`config.mk`:
```
export PLATFORM = sky130hd
export DESIGN_NAME = pc_sequencer_flat
export DESIGN_NICKNAME = d
export VERILOG_FILES = /design/src/rtl/pc_sequencer_pkg.sv /design/src/rtl/pc_sequencer_if.sv /design/src/rtl/pc_sequencer_return_addr_stack.sv /design/src/rtl/pc_sequencer.sv /design/src/flat_wrapper.sv
export SDC_FILE = /design/constraint.sdc
export NUM_CORES = 1
export LEC_CHECK = 0
export ABC_AREA = 1
export ABC_CLOCK_PERIOD_IN_PS = 7300
export BUFFER_PORTS_ARGS = -buffer_cell sky130_fd_sc_hd__buf_2
export CAP_MARGIN = 20
export CORE_MARGIN = 2
export CORE_UTILIZATION = 25
export CTS_CLUSTER_SIZE = 14
export DETAILED_ROUTE_END_ITERATION = 6
export PLACE_DENSITY = 0.42
export SLEW_MARGIN = 20
export SYNTH_ARGS = -nofsm -noshare
export SYNTH_HDL_FRONTEND = slang
export SYNTH_HIERARCHICAL = 1
export SYNTH_SLANG_ARGS = --single-unit
```
`constraint.sdc`:
```
create_clock -name clk -period 7.3 [get_ports clk]
set_clock_uncertainty 0.1 [all_clocks]
set_input_delay 2.19 -clock clk [delete_from_list [all_inputs] [get_ports clk]]
set_output_delay 2.19 -clock clk [all_outputs]
set_load 0.02 [all_outputs]
```
`src/rtl/pc_sequencer_pkg.sv`:
```
`default_nettype none
// +--------------------------------------------------------------------------+
// | pc_sequencer_pkg : shared types and defaults for the PC sequencer        |
// | Rev 1.0                                                                  |
// +--------------------------------------------------------------------------+
package pc_sequencer_pkg;

  localparam int PKG_PC_W      = 16;
  localparam int PKG_RAS_DEPTH = 4;

  typedef enum logic [1:0] {
    ST_BOOT = 2'd0,
    ST_RUN  = 2'd1,
    ST_HALT = 2'd2
  } state_t;

  typedef enum logic [2:0] {
    SEL_SEQ  = 3'd0,
    SEL_BR   = 3'd1,
    SEL_JMP  = 3'd2,
    SEL_CALL = 3'd3,
    SEL_RET  = 3'd4
  } sel_t;

endpackage
`default_nettype wire

```
`src/rtl/pc_sequencer_if.sv`:
```
`default_nettype none
// +--------------------------------------------------------------------------+
// | pc_sequencer_if : decode/execute control in, next-PC and status out      |
// | Rev 1.0                                                                  |
// +--------------------------------------------------------------------------+
interface pc_sequencer_if
  import pc_sequencer_pkg::*;
#(
  parameter int PC_W = PKG_PC_W
);
  logic [PC_W-1:0] pc_in;
  logic            instr_valid;
  logic            stall;
  logic            branch_taken;
  logic [PC_W-1:0] branch_offset;
  logic            jump;
  logic [PC_W-1:0] jump_target;
  logic            call;
  logic            ret;
  logic            halt;
  logic [31:0]     next_pc;
  logic            pc_enable;
  logic            flush;
  logic            ras_overflow;
  logic            ras_underflow;

  modport master (
    output pc_in, instr_valid, stall, branch_taken, branch_offset,
           jump, jump_target, call, ret, halt,
    input  next_pc, pc_enable, flush, ras_overflow, ras_underflow
  );

  modport slave (
    input  pc_in, instr_valid, stall, branch_taken, branch_offset,
           jump, jump_target, call, ret, halt,
    output next_pc, pc_enable, flush, ras_overflow, ras_underflow
  );
endinterface
`default_nettype wire

```
`src/rtl/pc_sequencer_return_addr_stack.sv`:
```
`default_nettype none
// +--------------------------------------------------------------------------+
// | return_addr_stack : circular LIFO; a push when full overwrites oldest    |
// | Rev 1.0                                                                  |
// +--------------------------------------------------------------------------+
module return_addr_stack #(
  parameter int DEPTH = 4,
  parameter int W     = 16
) (
  input  logic         clk,
  input  logic         rst,
  input  logic         i_push,
  input  logic         i_pop,
  input  logic [W-1:0] i_data,
  output logic [W-1:0] o_top,
  output logic         o_empty,
  output logic         o_full
);
  localparam int PTR_W = $clog2(DEPTH);
  localparam logic [PTR_W:0] c_depth = PTR_W'(DEPTH) + (PTR_W+1)'(0) | ((PTR_W+1)'(1) << PTR_W);

  logic [W-1:0]     r_mem [DEPTH];
  logic [PTR_W-1:0] r_wr_ptr;
  logic [PTR_W:0]   r_count;
  logic [PTR_W-1:0] w_top_idx;

  // r_wr_ptr is the next write slot; once full it also points at the oldest entry
  assign w_top_idx = r_wr_ptr - PTR_W'(1);
  assign o_top     = r_mem[w_top_idx];
  assign o_empty   = (r_count == '0);
  assign o_full    = (r_count == c_depth);

  always_ff @(posedge clk) begin
    if (rst) begin
      r_wr_ptr <= '0;
      r_count  <= '0;
      for (int i = 0; i < DEPTH; i++) begin
        r_mem[i] <= '0;
      end
    end else if (i_pop) begin
      if (!o_empty) begin
        r_wr_ptr <= w_top_idx;
        r_count  <= r_count - (PTR_W+1)'(1);
      end
    end else if (i_push) begin
      r_mem[r_wr_ptr] <= i_data;
      r_wr_ptr        <= r_wr_ptr + PTR_W'(1);
      if (!o_full) begin
        r_count <= r_count + (PTR_W+1)'(1);
      end
    end
  end

endmodule
`default_nettype wire

```
`src/rtl/pc_sequencer.sv`:
```
`default_nettype none
// +--------------------------------------------------------------------------+
// | pc_sequencer : next-PC select, return-address stack and run-control FSM  |
// | Rev 1.0                                                                  |
// +--------------------------------------------------------------------------+
module pc_sequencer
  import pc_sequencer_pkg::*;
#(
  parameter int RAS_DEPTH = PKG_RAS_DEPTH,
  parameter int PC_W      = PKG_PC_W
) (
  input  logic          clk,
  input  logic          reset,
  pc_sequencer_if.slave bus
);
  state_t          r_state;
  state_t          w_state_nxt;
  sel_t            w_sel;
  logic [PC_W-1:0] w_seq;
  logic [PC_W-1:0] w_br;
  logic [PC_W-1:0] w_target;
  logic [PC_W-1:0] w_ras_top;
  logic            w_ras_empty;
  logic            w_ras_full;
  logic            w_go;
  logic            w_pc_en;
  logic            w_push;
  logic            w_pop;
  logic            w_redirect;
  logic            r_flush;
  logic            r_ovf;
  logic            r_unf;

  assign w_go    = !reset && (r_state == ST_RUN) && bus.instr_valid && !bus.stall;
  assign w_pc_en = w_go && !bus.halt;
  assign w_seq   = bus.pc_in + PC_W'(1);
  assign w_br    = w_seq + bus.branch_offset;

  always_comb begin
    w_sel = SEL_SEQ;
    if (bus.ret)               w_sel = SEL_RET;
    else if (bus.call)         w_sel = SEL_CALL;
    else if (bus.jump)         w_sel = SEL_JMP;
    else if (bus.branch_taken) w_sel = SEL_BR;
  end

  always_comb begin
    w_target = w_seq;
    case (w_sel)
      SEL_RET:  w_target = w_ras_empty ? w_seq : w_ras_top;
      SEL_CALL: w_target = bus.jump_target;
      SEL_JMP:  w_target = bus.jump_target;
      SEL_BR:   w_target = w_br;
      default:  w_target = w_seq;
    endcase
  end

  assign w_push     = w_pc_en && (w_sel == SEL_CALL);
  assign w_pop      = w_pc_en && (w_sel == SEL_RET);
  assign w_redirect = w_pc_en && (w_sel != SEL_SEQ);

  return_addr_stack #(
    .DEPTH (RAS_DEPTH),
    .W     (PC_W)
  ) u_ras (
    .clk     (clk),
    .rst     (reset),
    .i_push  (w_push),
    .i_pop   (w_pop),
    .i_data  (w_seq),
    .o_top   (w_ras_top),
    .o_empty (w_ras_empty),
    .o_full  (w_ras_full)
  );

  always_comb begin
    w_state_nxt = r_state;
    case (r_state)
      ST_BOOT: w_state_nxt = ST_RUN;
      ST_RUN:  if (w_go && bus.halt) w_state_nxt = ST_HALT;
      ST_HALT: w_state_nxt = ST_HALT;
      default: w_state_nxt = ST_BOOT;
    endcase
  end

  always_ff @(posedge clk) begin
    if (reset) begin
      r_state <= ST_BOOT;
    end else begin
      r_state <= w_state_nxt;
    end
  end

  always_ff @(posedge clk) begin
    if (reset) begin
      r_flush <= 1'b0;
      r_ovf   <= 1'b0;
      r_unf   <= 1'b0;
    end else begin
      r_flush <= w_redirect;
      if (w_push && w_ras_full)  r_ovf <= 1'b1;
      if (w_pop && w_ras_empty)  r_unf <= 1'b1;
    end
  end

  assign bus.next_pc       = {{(32-PC_W){1'b0}}, (w_pc_en ? w_target : bus.pc_in)};
  assign bus.pc_enable     = w_pc_en;
  assign bus.flush         = r_flush;
  assign bus.ras_overflow  = r_ovf;
  assign bus.ras_underflow = r_unf;

endmodule
`default_nettype wire

```
`src/flat_wrapper.sv`:
```
// flat-port wrapper written by rule: the top's interface ports become plain ports
module pc_sequencer_flat import pc_sequencer_pkg::*;
#(
  parameter int RAS_DEPTH = PKG_RAS_DEPTH,
  parameter int PC_W      = PKG_PC_W
)
  (clk, reset, bus_pc_in, bus_instr_valid, bus_stall, bus_branch_taken, bus_branch_offset, bus_jump, bus_jump_target, bus_call, bus_ret, bus_halt, bus_next_pc, bus_pc_enable, bus_flush, bus_ras_overflow, bus_ras_underflow);
  pc_sequencer_if #(.PC_W(PC_W)) bus_i ();
  input  logic clk;
  input  logic reset;
  input wire logic [$bits(bus_i.pc_in)-1:0] bus_pc_in;
  input wire logic [$bits(bus_i.instr_valid)-1:0] bus_instr_valid;
  input wire logic [$bits(bus_i.stall)-1:0] bus_stall;
  input wire logic [$bits(bus_i.branch_taken)-1:0] bus_branch_taken;
  input wire logic [$bits(bus_i.branch_offset)-1:0] bus_branch_offset;
  input wire logic [$bits(bus_i.jump)-1:0] bus_jump;
  input wire logic [$bits(bus_i.jump_target)-1:0] bus_jump_target;
  input wire logic [$bits(bus_i.call)-1:0] bus_call;
  input wire logic [$bits(bus_i.ret)-1:0] bus_ret;
  input wire logic [$bits(bus_i.halt)-1:0] bus_halt;
  output wire logic [$bits(bus_i.next_pc)-1:0] bus_next_pc;
  output wire logic [$bits(bus_i.pc_enable)-1:0] bus_pc_enable;
  output wire logic [$bits(bus_i.flush)-1:0] bus_flush;
  output wire logic [$bits(bus_i.ras_overflow)-1:0] bus_ras_overflow;
  output wire logic [$bits(bus_i.ras_underflow)-1:0] bus_ras_underflow;
  assign bus_i.pc_in = bus_pc_in;
  assign bus_i.instr_valid = bus_instr_valid;
  assign bus_i.stall = bus_stall;
  assign bus_i.branch_taken = bus_branch_taken;
  assign bus_i.branch_offset = bus_branch_offset;
  assign bus_i.jump = bus_jump;
  assign bus_i.jump_target = bus_jump_target;
  assign bus_i.call = bus_call;
  assign bus_i.ret = bus_ret;
  assign bus_i.halt = bus_halt;
  assign bus_next_pc = bus_i.next_pc;
  assign bus_pc_enable = bus_i.pc_enable;
  assign bus_flush = bus_i.flush;
  assign bus_ras_overflow = bus_i.ras_overflow;
  assign bus_ras_underflow = bus_i.ras_underflow;
  pc_sequencer #(.RAS_DEPTH(RAS_DEPTH), .PC_W(PC_W)) u_core (.clk(clk), .reset(reset), .bus(bus_i));
endmodule
```
==> impl_metrics.py <==
metrics = {
    "outcome": {
        "outcome": "completed",
    },
    "layout": {
        "drive_gt1_frac": 0.219,
        "area_growth_pct": 17.0,
        "diodes": 0,
        "layout_commonest_cell": "nand2_1",
        "final_cell_mix": "nand2_1, nor2_1, inv_1",
        "nNetsFinal": 909,
    },
    "setup_path": {
        "worstPathArrival_ns": 4.69,
        "slowest_delay_ns": 0.39,
        "path_buf_inv": 4,
        "endpoint_kind": "primary output",
        "crit-reg2reg-launch": "u_core/r_state[1]$_SDFFE_PP0P_",
        "crit_path_top_delay_cell": "ha_1",
        "path_delay_family": "simple AND/OR/NAND/NOR gates",
        "path_cells": "buf_2 -> ha_1 -> nand2_2 -> inv_2 -> nand3_2 -> nor2_8 -> xor2_2 -> inv_1 -> ha_1 -> nand2_1 -> nor2_1 -> nand4_1 -> nand3_1 -> nand2_1 -> nand3_1 -> nand2_1 -> nand2_1 -> nand2_1 -> buf_2",
        "r2r-end": "u_core/u_ras/r_mem[2][11]$_SDFFCE_PN0P_",
        "cp-start-kind": "input port",
        "path_common_cell": "nand2_1",
        "reg2reg_slack_ns": 3.67,
        "critPathRequiredTime_ns": 5.01,
        "crit_type": "in2out",
        "worst_r2r_path_depth": 11,
        "critical_path.endpoint": "bus_next_pc[12]",
        "worst-path-stages": 19,
        "startpoint": "bus_pc_in[1]",
        "cp_max_fo": 5,
    },
    "global_routing": {
        "grt_pass1_vias": 4966,
        "grt_overflow": 0,
        "grt_pass1_wl_microns": 27900,
        "track_usage": 0.152,
        "antenna_found_initial": 0,
        "grt_max_degree": 23,
    },
    "floorplanning": {
        "initial_core_util": 0.252,
        "coreArea_sq_um": 22400,
        "die_x_microns": 154,
        "fp.dieArea_sq_um": 23900,
        "die_y_microns": 154,
        "num_rows": 55,
        "boundaryPins": 93,
    },
    "timing": {
        "setup_viol": 0,
        "tns_ns": 0,
        "rsz0062_at_grt": "false",
        "relSlewSlack": 0.484,
        "tightest_slew_ns": 0.769,
        "hold_slack_ns": 0.364,
        "finalCritPeriodShare": 0.956,
        "min_period_ns": 6.98,
        "final-hold-violation-count": 0,
        "clock.fmax_ghz": 0.143,
        "maxSlewViolCount": 0,
    },
    "synth": {
        "yosysSeqAreaShare": 0.375,
        "synthTopCellsByArea": "edfxtp_1, nand2_1, nor2_1",
        "post_synth.cell_area_avg_sq_um": 7.55,
        "yosys.cell_types.count": 52,
        "synthesis.area_sq_um": 5660,
        "synth_edf_count": 64,
        "synthCells": 749,
        "ys_warn_count": 6,
        "synth_seq_cells": 74,
        "yosysTopAreaCellShare": 0.340,
        "synth.largest_area_cell": "edfxtp_1",
        "synthFlopType": "edfxtp_1",
        "async_reset_ff_frac": 0,
    },
    "cts": {
        "cts_made_buffers": 9,
        "cts_sinks": 74,
        "ctsResizeCount": 0,
        "path_clk_slew_ns": 0.06,
        "postCtsHoldBufs": 0,
        "cts_setup_buffers": 0,
        "root_buffer": "clkbuf_16",
        "h-tree-depth": 3,
        "insertion_delay_ns": 0.33,
        "cts.path.max_buffers": 2,
        "cts_tree": "yes",
    },
    "detailed_routing": {
        "drt_iter0_markers": 312,
        "routedWlPerCell_microns": 16.0,
        "drt_first_pass_iters": 7,
        "drt-vias-per-instance": 4.47,
        "dr_total_vias": 4998,
        "drc": 0,
        "finalWirelength_microns": 17900,
        "ant_nets": 0,
    },
    "power_and_ir_drop": {
        "irDropWorstVdd_mv": 0.122,
        "power_density_nw_per_um2": 182,
        "power.leakage_nw": 3.11,
    },
    "placement": {
        "io_buffer_count": 76,
        "gp_congestion": 0.894,
        "dp_hpwl_microns": 13600,
    },
    "flow_run": {
        "cap_viol_max_count": 0,
    },
    "hold_path": {
        "hold_class": "reg2reg",
    },
}
## power by group
| part | switching, mW | internal (mW) | total (mW) |
|---|---|---|---|
| combinational | 0.172 | 0.0810 | 0.253 |
| clock | 0.169 | 0.300 | 0.470 |
| sequential | 0.00636 | 0.476 | 0.482 |
## metrics by stage
step / cells / util / worst slack, ns / power (mW) / instance area, sq um
after floorplan: 764 / - / 0.895 / 0.663 / 5710
after global placement: 1103 / 0.280 / 0.313 / 0.744 / 6290
after detailed placement: 1103 / 0.280 / 0.315 / 0.743 / 6290
after CTS: 1119 / 0.295 / 0.307 / 1.22 / 6610
after global routing: 1119 / 0.295 / 0.0161 / 1.27 / 6620
final: 1119 / 0.295 / 0.323 / 1.20 / 6620
## worst reg2reg max path, delay by kind of cell (launching register included)
kind                       cells  cell delay, ns
adders and majority gates      1            0.17
buffers and inverters          4            0.66
and+or+nand+nor                6            2.02
DFF                            1            0.30
## cells in the mapped netlist, drive strengths merged (2+ instances only)
| library cell | instances |
|---|---|
| a211oi | 2 |
| a21oi | 33 |
| a22oi | 12 |
| a31oi | 2 |
| a32o | 3 |
| and2 | 2 |
| buf | 29 |
| clkbuf | 2 |
| clkinv | 2 |
| dfxtp | 10 |
| edfxtp | 64 |
| fa | 2 |
| ha | 21 |
| inv | 111 |
| nand2 | 211 |
| nand3 | 56 |
| nand3b | 7 |
| nand4 | 10 |
| nor2 | 122 |
| nor3 | 5 |
| o21a | 2 |
| o21ai | 23 |
| o31ai | 3 |
| xor2 | 6 |
## flip-flops by register name (all words and copies together) (netlist names)
register / cells
u_core/u_ras/r_wr_ptr: 2
u_core/u_ras/r_mem: 64
u_core/bus.flush: 1
u_core/bus.ras_underflow: 1
u_core/bus.ras_overflow: 1
u_core/r_state: 2
u_core/u_ras/r_count: 3
## final cells by class
| type | count | area, sq um |
|---|---|---|
| multi-input combinational | 546 | 2940 |
| inverter | 113 | 432 |
| timing repair buffer | 85 | 448 |
| sequential | 74 | 2120 |
| fill | 2501 | 15800 |
| clock buffer | 10 | 229 |
| tap | 285 | 357 |
| clock inverter | 6 | 92.6 |
## worst min path at each step
stage / start / to / slack [ns] / cells past startpoint
4_1_cts: u_core/bus.ras_overflow$_SDFFE_PP0P_ / u_core/bus.ras_overflow$_SDFFE_PP0P_ / 0.36 / 2
3_3_place_gp: u_core/bus.ras_overflow$_SDFFE_PP0P_ / u_core/bus.ras_overflow$_SDFFE_PP0P_ / 0.34 / 2
2_1_floorplan: u_core/u_ras/r_count[1]$_SDFFE_PP0P_ / u_core/u_ras/r_count[1]$_SDFFE_PP0P_ / 0.35 / 2
3_5_place_dp: u_core/bus.ras_overflow$_SDFFE_PP0P_ / u_core/bus.ras_overflow$_SDFFE_PP0P_ / 0.35 / 2
5_1_grt: u_core/bus.ras_overflow$_SDFFE_PP0P_ / u_core/bus.ras_overflow$_SDFFE_PP0P_ / 0.39 / 2
6_report: u_core/bus.ras_overflow$_SDFFE_PP0P_ / u_core/bus.ras_overflow$_SDFFE_PP0P_ / 0.36 / 2
## routing by layer
metal  track usage  vias up  routed length (microns)
met2         0.250      122                     8110
met1         0.208     2303                     8690
met5             0        -                        0
met4        0.0414        0                      266
met3        0.0247       16                      829
li1              -     2557                        -
## cell families after synthesis
group                      count (synthesis)  synth area share
xor gates and xnor gates                   7            0.0135
and+or+nand+nor                          415             0.346
AOI/OAI and AO/OA                         85            0.0927
adders and majority gates                 23            0.0535
other                                      1          0.000663
buffers and inverters                    144             0.118
DFF                                       74             0.375
Note: power is estimated with default switching activity, not from simulation.
